File: src/rtl/fxn_pkg.sv
`default_nettype none
//============================================================================
// Module : fxn_pkg
// Brief  : Shared function codes, default widths and queue entry type for
//          the mini-ALU result path.
// Rev    : 1.0  initial release
//============================================================================
package fxn_pkg;

    localparam int DEF_DATA_W = 6;
    localparam int DEF_FXN_W  = 3;

    localparam logic [2:0] FXN_ADD  = 3'd0;
    localparam logic [2:0] FXN_SUB  = 3'd1;
    localparam logic [2:0] FXN_AND  = 3'd2;
    localparam logic [2:0] FXN_OR   = 3'd3;
    localparam logic [2:0] FXN_XOR  = 3'd4;
    localparam logic [2:0] FXN_NAND = 3'd5;
    localparam logic [2:0] FXN_NOR  = 3'd6;
    localparam logic [2:0] FXN_XNOR = 3'd7;

    typedef struct packed {
        logic [DEF_DATA_W-1:0] data;
        logic [DEF_FXN_W-1:0]  fxn;
        logic                  zero;
    } fxnEntry_t;

    function automatic int fxnChW(input int nCh);
        return (nCh > 1) ? $clog2(nCh) : 1;
    endfunction

    // Default map image: entry 4 -> channel 1, entry 5 -> channel 2, rest 0.
    function automatic logic [63:0] defResetMap(input int chW);
        logic [63:0] mask;
        mask = (64'd1 << chW) - 64'd1;
        return ((64'd1 & mask) << (4 * chW)) | ((64'd2 & mask) << (5 * chW));
    endfunction

endpackage
`default_nettype wire

File: src/rtl/fxn_result_sel_if.sv
`default_nettype none
//============================================================================
// Module : fxn_result_sel_if
// Brief  : Input, map-programming and output handshake bundle of the
//          result selector.
// Rev    : 1.0  initial release
//============================================================================
interface fxn_result_sel_if
    import fxn_pkg::*;
#(
    parameter int DATA_W = DEF_DATA_W,
    parameter int FXN_W  = DEF_FXN_W,
    parameter int N_CH   = 3
);
    localparam int CH_W = fxnChW(N_CH);

    logic                   in_valid;
    logic                   in_ready;
    logic [FXN_W-1:0]       in_fxn;
    logic [N_CH*DATA_W-1:0] ch_data;
    logic                   map_we;
    logic [FXN_W-1:0]       map_addr;
    logic [CH_W-1:0]        map_ch;
    logic                   map_err;
    logic                   out_valid;
    logic                   out_ready;
    logic [DATA_W-1:0]      out_data;
    logic [FXN_W-1:0]       out_fxn;
    logic                   out_zero;

    modport master (
        output in_valid, in_fxn, ch_data, map_we, map_addr, map_ch, out_ready,
        input  in_ready, map_err, out_valid, out_data, out_fxn, out_zero
    );

    modport slave (
        input  in_valid, in_fxn, ch_data, map_we, map_addr, map_ch, out_ready,
        output in_ready, map_err, out_valid, out_data, out_fxn, out_zero
    );
endinterface
`default_nettype wire

File: src/rtl/fxn_result_fifo2.sv
`default_nettype none
//============================================================================
// Module : fxn_result_fifo2
// Brief  : Two-entry valid/ready queue; ready depends only on the stored count.
// Rev    : 1.0  initial release
//============================================================================
module fxn_result_fifo2 #(
    parameter int W = 8
) (
    input  wire logic         clk,
    input  wire logic         rst_n,
    input  wire logic         i_pushValid,
    output logic              o_pushReady,
    input  wire logic [W-1:0] i_pushData,
    output logic              o_popValid,
    input  wire logic         i_popReady,
    output logic [W-1:0]      o_popData
);
    localparam logic [1:0] c_FULL = 2'd2;

    logic [1:0]   r_count;
    logic [W-1:0] r_head;
    logic [W-1:0] r_tail;
    logic         w_push;
    logic         w_pop;

    assign w_push = i_pushValid && (r_count != c_FULL);
    assign w_pop  = (r_count != 2'd0) && i_popReady;

    always_ff @(posedge clk or negedge rst_n) begin
        if (!rst_n) begin
            r_count <= 2'd0;
            r_head  <= '0;
            r_tail  <= '0;
        end else begin
            case ({w_push, w_pop})
                // Simultaneous push/pop only happens at count 1: replace head.
                2'b11: r_head <= i_pushData;
                2'b01: begin
                    r_head  <= r_tail;
                    r_count <= r_count - 2'd1;
                end
                2'b10: begin
                    if (r_count == 2'd0) begin
                        r_head <= i_pushData;
                    end else begin
                        r_tail <= i_pushData;
                    end
                    r_count <= r_count + 2'd1;
                end
                default: ;
            endcase
        end
    end

    assign o_pushReady = (r_count != c_FULL);
    assign o_popValid  = (r_count != 2'd0);
    assign o_popData   = o_popValid ? r_head : '0;
endmodule
`default_nettype wire

File: src/rtl/fxn_result_sel.sv
`default_nettype none
//============================================================================
// Module : fxn_result_sel
// Brief  : Function-code steered result selector with programmable code map
//          and a two-entry output queue tagging fxn code and zero flag.
// Rev    : 1.0  initial release
//============================================================================
module fxn_result_sel
    import fxn_pkg::*;
#(
    parameter int DATA_W = DEF_DATA_W,
    parameter int FXN_W  = DEF_FXN_W,
    parameter int N_CH   = 3,
    parameter logic [(2**FXN_W)*fxnChW(N_CH)-1:0] RESET_MAP =
        ((2**FXN_W)*fxnChW(N_CH))'(defResetMap(fxnChW(N_CH)))
) (
    input  wire logic clk,
    input  wire logic rst_n,
    fxn_result_sel_if.slave bus
);
    localparam int CH_W  = fxnChW(N_CH);
    localparam int N_ENT = 2**FXN_W;
    localparam int ENT_W = DATA_W + FXN_W + 1;

    typedef struct packed {
        logic [DATA_W-1:0] data;
        logic [FXN_W-1:0]  fxn;
        logic              zero;
    } entry_t;

    // Out-of-range reset entries fall back to channel 0 so the mux never overruns.
    function automatic logic [N_ENT*CH_W-1:0] clampMap(input logic [N_ENT*CH_W-1:0] raw);
        logic [N_ENT*CH_W-1:0] res;
        res = '0;
        for (int i = 0; i < N_ENT; i++) begin
            if ({1'b0, raw[i*CH_W +: CH_W]} < (CH_W+1)'(N_CH)) begin
                res[i*CH_W +: CH_W] = raw[i*CH_W +: CH_W];
            end
        end
        return res;
    endfunction

    localparam logic [N_ENT*CH_W-1:0] c_rstMap = clampMap(RESET_MAP);

    logic [CH_W-1:0]   r_mapTbl [N_ENT];
    logic              r_mapErr;
    logic              w_chOk;
    logic [DATA_W-1:0] w_chArr  [N_CH];
    logic [CH_W-1:0]   w_selCh;
    logic [DATA_W-1:0] w_selData;
    entry_t            w_pushEnt;
    entry_t            w_headEnt;
    logic              w_inReady;
    logic              w_outValid;

    assign w_chOk = ({1'b0, bus.map_ch} < (CH_W+1)'(N_CH));

    always_ff @(posedge clk or negedge rst_n) begin
        if (!rst_n) begin
            for (int i = 0; i < N_ENT; i++) begin
                r_mapTbl[i] <= c_rstMap[i*CH_W +: CH_W];
            end
            r_mapErr <= 1'b0;
        end else begin
            if (bus.map_we && w_chOk) begin
                r_mapTbl[bus.map_addr] <= bus.map_ch;
            end
            r_mapErr <= bus.map_we && !w_chOk;
        end
    end

    for (genvar k = 0; k < N_CH; k++) begin : g_chSplit
        assign w_chArr[k] = bus.ch_data[k*DATA_W +: DATA_W];
    end

    // Map read and channel data are both taken pre-edge, so a same-cycle map
    // write only affects the following accept.
    assign w_selCh        = r_mapTbl[bus.in_fxn];
    assign w_selData      = w_chArr[w_selCh];
    assign w_pushEnt.data = w_selData;
    assign w_pushEnt.fxn  = bus.in_fxn;
    assign w_pushEnt.zero = (w_selData == '0);

    fxn_result_fifo2 #(
        .W (ENT_W)
    ) u_fifo (
        .clk         (clk),
        .rst_n       (rst_n),
        .i_pushValid (bus.in_valid),
        .o_pushReady (w_inReady),
        .i_pushData  (w_pushEnt),
        .o_popValid  (w_outValid),
        .i_popReady  (bus.out_ready),
        .o_popData   (w_headEnt)
    );

    assign bus.in_ready  = w_inReady;
    assign bus.out_valid = w_outValid;
    assign bus.out_data  = w_headEnt.data;
    assign bus.out_fxn   = w_headEnt.fxn;
    assign bus.out_zero  = w_headEnt.zero;
    assign bus.map_err   = r_mapErr;
endmodule
`default_nettype wire

File: src/flat_wrapper.sv
// flat-port wrapper written by rule: the top's interface ports become plain ports
module fxn_result_sel_flat import fxn_pkg::*;
#(
    parameter int DATA_W = DEF_DATA_W,
    parameter int FXN_W  = DEF_FXN_W,
    parameter int N_CH   = 3,
    parameter logic [(2**FXN_W)*fxnChW(N_CH)-1:0] RESET_MAP =
        ((2**FXN_W)*fxnChW(N_CH))'(defResetMap(fxnChW(N_CH)))
)
  (clk, rst_n, bus_in_valid, bus_in_fxn, bus_ch_data, bus_map_we, bus_map_addr, bus_map_ch, bus_out_ready, bus_in_ready, bus_map_err, bus_out_valid, bus_out_data, bus_out_fxn, bus_out_zero);
  fxn_result_sel_if #(.DATA_W(DATA_W), .FXN_W(FXN_W), .N_CH(N_CH)) bus_i ();
  input  wire logic clk;
  input  wire logic rst_n;
  input wire logic [$bits(bus_i.in_valid)-1:0] bus_in_valid;
  input wire logic [$bits(bus_i.in_fxn)-1:0] bus_in_fxn;
  input wire logic [$bits(bus_i.ch_data)-1:0] bus_ch_data;
  input wire logic [$bits(bus_i.map_we)-1:0] bus_map_we;
  input wire logic [$bits(bus_i.map_addr)-1:0] bus_map_addr;
  input wire logic [$bits(bus_i.map_ch)-1:0] bus_map_ch;
  input wire logic [$bits(bus_i.out_ready)-1:0] bus_out_ready;
  output wire logic [$bits(bus_i.in_ready)-1:0] bus_in_ready;
  output wire logic [$bits(bus_i.map_err)-1:0] bus_map_err;
  output wire logic [$bits(bus_i.out_valid)-1:0] bus_out_valid;
  output wire logic [$bits(bus_i.out_data)-1:0] bus_out_data;
  output wire logic [$bits(bus_i.out_fxn)-1:0] bus_out_fxn;
  output wire logic [$bits(bus_i.out_zero)-1:0] bus_out_zero;
  assign bus_i.in_valid = bus_in_valid;
  assign bus_i.in_fxn = bus_in_fxn;
  assign bus_i.ch_data = bus_ch_data;
  assign bus_i.map_we = bus_map_we;
  assign bus_i.map_addr = bus_map_addr;
  assign bus_i.map_ch = bus_map_ch;
  assign bus_i.out_ready = bus_out_ready;
  assign bus_in_ready = bus_i.in_ready;
  assign bus_map_err = bus_i.map_err;
  assign bus_out_valid = bus_i.out_valid;
  assign bus_out_data = bus_i.out_data;
  assign bus_out_fxn = bus_i.out_fxn;
  assign bus_out_zero = bus_i.out_zero;
  fxn_result_sel #(.DATA_W(DATA_W), .FXN_W(FXN_W), .N_CH(N_CH), .RESET_MAP(RESET_MAP)) u_core (.clk(clk), .rst_n(rst_n), .bus(bus_i));
endmodule
File: config.mk
export PLATFORM = sky130hd
export DESIGN_NAME = fxn_result_sel_flat
export DESIGN_NICKNAME = d
export VERILOG_FILES = /design/src/rtl/fxn_pkg.sv /design/src/rtl/fxn_result_sel_if.sv /design/src/rtl/fxn_result_fifo2.sv /design/src/rtl/fxn_result_sel.sv /design/src/flat_wrapper.sv
export SDC_FILE = /design/constraint.sdc
export NUM_CORES = 1
export LEC_CHECK = 0
export CAP_MARGIN = 5
export CORE_ASPECT_RATIO = 0.75
export CORE_MARGIN = 2
export CORE_UTILIZATION = 50
export DETAILED_ROUTE_END_ITERATION = 12
export GPL_TIMING_DRIVEN = 0
export HOLD_SLACK_MARGIN = 0.03
export PLACE_DENSITY = 0.81
export SKIP_CTS_REPAIR_TIMING = 1
export SLEW_MARGIN = 15
export SYNTH_ARGS = -nofsm -noshare
export SYNTH_HDL_FRONTEND = slang
export SYNTH_SLANG_ARGS = --single-unit
File: constraint.sdc
create_clock -name clk -period 2 [get_ports clk]
set_input_delay 0.2 -clock clk [delete_from_list [all_inputs] [get_ports clk]]
set_output_delay 0.2 -clock clk [all_outputs]
set_load 0.05 [all_outputs]
==> impl_metrics.env <==
export IMPL_start_util=0.514
export IMPL_yosysWarnings=0
export IMPL_grt_antenna_before_repair=0
export IMPL_cts_htree_levels=2
export IMPL_ys_ff_latch=39
export IMPL_grt_pass1_wl_mm=7.00
export IMPL_min_from="bus_in_fxn[2]"
export IMPL_p_sw_frac=0.414
export IMPL_path_max_fanout=6
export IMPL_grt_pass1_vias=1497
export IMPL_syn_nets=225
export IMPL_p_leak_uw=0.00127
export IMPL_core_um2=4000
export IMPL_fin_crit_sh=0.977
export IMPL_post_synth_cell_area_avg_um2=10.7
export IMPL_intPower_uw=2310
export IMPL_layout_drive_gt1_share=0.182
export IMPL_maxCapViolCount=0
export IMPL_rsz0062_at_grt="true"
export IMPL_num_io_pins=44
export IMPL_r2r_start="u_core.r_mapTbl[5]"
export IMPL_slew_violations=0
export IMPL_syn_to_final_growth_pct=31.9
export IMPL_io_buffers=39
export IMPL_relSlewSlack=0.660
export IMPL_gr_usage_all_layers=0.195
export IMPL_dp_hpwl_mm=3.08
export IMPL_die_h_um=59.5
export IMPL_worst_slew_pin_slew_ps=509
export IMPL_synth_main_ff_cell="dfrtp_1"
export IMPL_r2r_end="u_core.u_fifo.r_head[0]"
export IMPL_arrival_ps=2180
export IMPL_min_to="u_core.u_fifo.r_tail[3]"
export IMPL_nNetsFinal=274
export IMPL_root_buffer="clkbuf_8"
export IMPL_wire_per_inst_um=14.2
export IMPL_cp_required_ps=2230
export IMPL_cts_inserted_buffers=5
export IMPL_synthTopCellsByArea="dfrtp_1 45%, mux2_2 10%, mux2i_1 8.3%"
export IMPL_whs_path_depth=2
export IMPL_path_class="reg2reg"
export IMPL_endpoint_kind="register"
export IMPL_p_switching_uw=1640
export IMPL_die_w_um=78.1
export IMPL_wirelength_mm=4.21
export IMPL_total_power_uw=3950
export IMPL_p_comb_frac=0.510
export IMPL_rr_worst_depth=5
export IMPL_clk_pin_slew_ps=80
export IMPL_grt_max_degree=32
export IMPL_ant_nets=0
export IMPL_antennaDiodeCount=0
export IMPL_power_density_nw_per_um2=1460
export IMPL_setup_violations=0
export IMPL_cts_sinks=39
export IMPL_place_congestion=0.780
export IMPL_fmax_ghz=0.512
export IMPL_synth_cell_area_um2=2060
export IMPL_fin_skew_ps=3.92
export IMPL_peakVddDrop_mv=0.947
export IMPL_drt_iter0_drc=59
export IMPL_rows=20
export IMPL_power_frac_clock=0.173
export IMPL_timing_hold_ws_ps=207
export IMPL_finalHoldViolCount=0
export IMPL_drc_errors=0
export IMPL_ys_seq_area_frac=0.476
export IMPL_netlist_area_leader_share=0.450
export IMPL_tritoncts="built"
export IMPL_clockBufferDepth=2
export IMPL_overflow=0
export IMPL_async_flop_share=1.00
export IMPL_vias=1591
export IMPL_status="complete, no violations"
export IMPL_die_area_um2=4650
export IMPL_ys_types=30
export IMPL_fillCellCount=314
export IMPL_drt_pass1_iter_count=4
export IMPL_yosys_area_top_type="dfrtp_1"
export IMPL_via_per_inst=5.36
export IMPL_min_period_ps=1950
export IMPL_hold_path_class="in2reg"
export IMPL_synth_edf_count=0
export IMPL_syn_inst=192
export IMPL_clock_latency_ps=290
export IMPL_seqPwrFrac=0.317
export IMPL_start_kind="register"
export IMPL_reg2reg_slack_ps=50
[per-layer routing]
layer  vias up  GRT usage  share of wire
met5         -          0              0
met4         0     0.0677          0.015
met3         8     0.0518          0.046
met2        36      0.310           0.46
met1       769      0.264           0.48
li1        778          -              -
[worst max-delay path, cell delays in order, from the launching register on]
cell and delay (ps):
dfstp_2 540, mux2i_2 70, mux4_2 520, or4_1 420, a31o_1 220, a21oi_2 120
[how the worst max path moves through the flow]
stage                              endpoint  cells past startpoint  slack, ps                      from
floorplan           u_core.u_fifo.r_tail[7]                      7         60  u_core.u_fifo.r_count[0]
global placement    u_core.u_fifo.r_head[6]                      7       -230             bus_in_fxn[1]
detailed placement  u_core.u_fifo.r_head[0]                      7       -240             bus_in_fxn[1]
CTS                         bus_out_data[4]                      4       -330  u_core.u_fifo.r_count[0]
global route        u_core.u_fifo.r_tail[0]                      5        -30        u_core.r_mapTbl[5]
finish              u_core.u_fifo.r_head[0]                      5         50        u_core.r_mapTbl[5]
[kinds of logic after synthesis]
family,count (synthesis),synth area share
AO/OA/AOI/OAI,38,0.103
XOR/XNOR,3,0.0128
adder cells (fa/ha/maj),2,0.0122
buffers and inverters,16,0.0359
flip-flops,39,0.476
multiplexers,38,0.209
AND/OR/NAND/NOR,56,0.152
[stage by stage]
stage / util / setup TNS [ps] / setup slack (ps) / area (µm²) / std cells
2_1_floorplan: - / 0 / 56.9 / 2060 / 192
3_3_place_gp: 0.628 / -10430 / -230 / 2520 / 286
3_5_place_dp: 0.632 / -2710 / -239 / 2530 / 287
4_1_cts: 0.662 / -3150 / -332 / 2650 / 295
5_1_grt: 0.678 / -51.9 / -29.6 / 2710 / 297
6_report: 0.678 / 0 / 45.1 / 2710 / 297
[flip-flops by register name, summed over array words and instances (netlist names)]
signal                 cells
u_core.bus.map_err         1
u_core.u_fifo.r_count      2
u_core.r_mapTbl           16
u_core.u_fifo.r_head      10
u_core.u_fifo.r_tail      10
[final cells by class]
type / count / area (µm²) / area share
multi-input cells: 137 / 1020 / 0.375
flip-flops and latches: 39 / 978 / 0.361
repair buffers: 43 / 455 / 0.168
clock buffers: 6 / 82.6 / 0.0304
well taps: 55 / 68.8 / 0.0254
plain buffers: 12 / 63.8 / 0.0235
clock inverters: 2 / 35.0 / 0.0129
inverters: 3 / 11.3 / 0.00415
[cell usage after synthesis (all sizes together), types with 3 or more instances]
| library cell | count |
|---|---|
| a21o | 7 |
| a21oi | 16 |
| buf | 5 |
| clkbuf | 8 |
| dfrtp | 37 |
| inv | 3 |
| mux2 | 19 |
| mux2i | 17 |
| nand2 | 13 |
| nand3b | 10 |
| nor2 | 8 |
| nor2b | 11 |
| nor3b | 3 |
| o21ai | 14 |
| or4 | 3 |
[cell usage in the layout, fill, tap and decap left out, drive strengths merged, types with 2 or more instances in the layout]
cell type      instances
a21o                   7
a21oi                 16
and3                   2
buf                    8
clkbuf                14
clkdlybuf4s50         28
dfrtp                 37
dfstp                  2
dlymetal6s2s          10
ha                     2
inv                    3
mux2                  19
mux2i                 17
mux4                   2
nand2                 13
nand3                  2
nand3b                10
nor2                   8
nor2b                 11
nor3                   2
nor3b                  3
o21ai                 14
or4                    3
xor2                   2
[power groups by stage]
stage                     Sequential, µW  Clock (µW)  Combinational, µW
after detailed placement            1270           0               1990
final                               1250         682               2010
after global placement              1250           0               1950
after CTS                           1250         697               2000
after floorplan                     1220           0               1440
after global routing                1300         725               2170
Note: power is estimated with default switching activity, not from simulation.
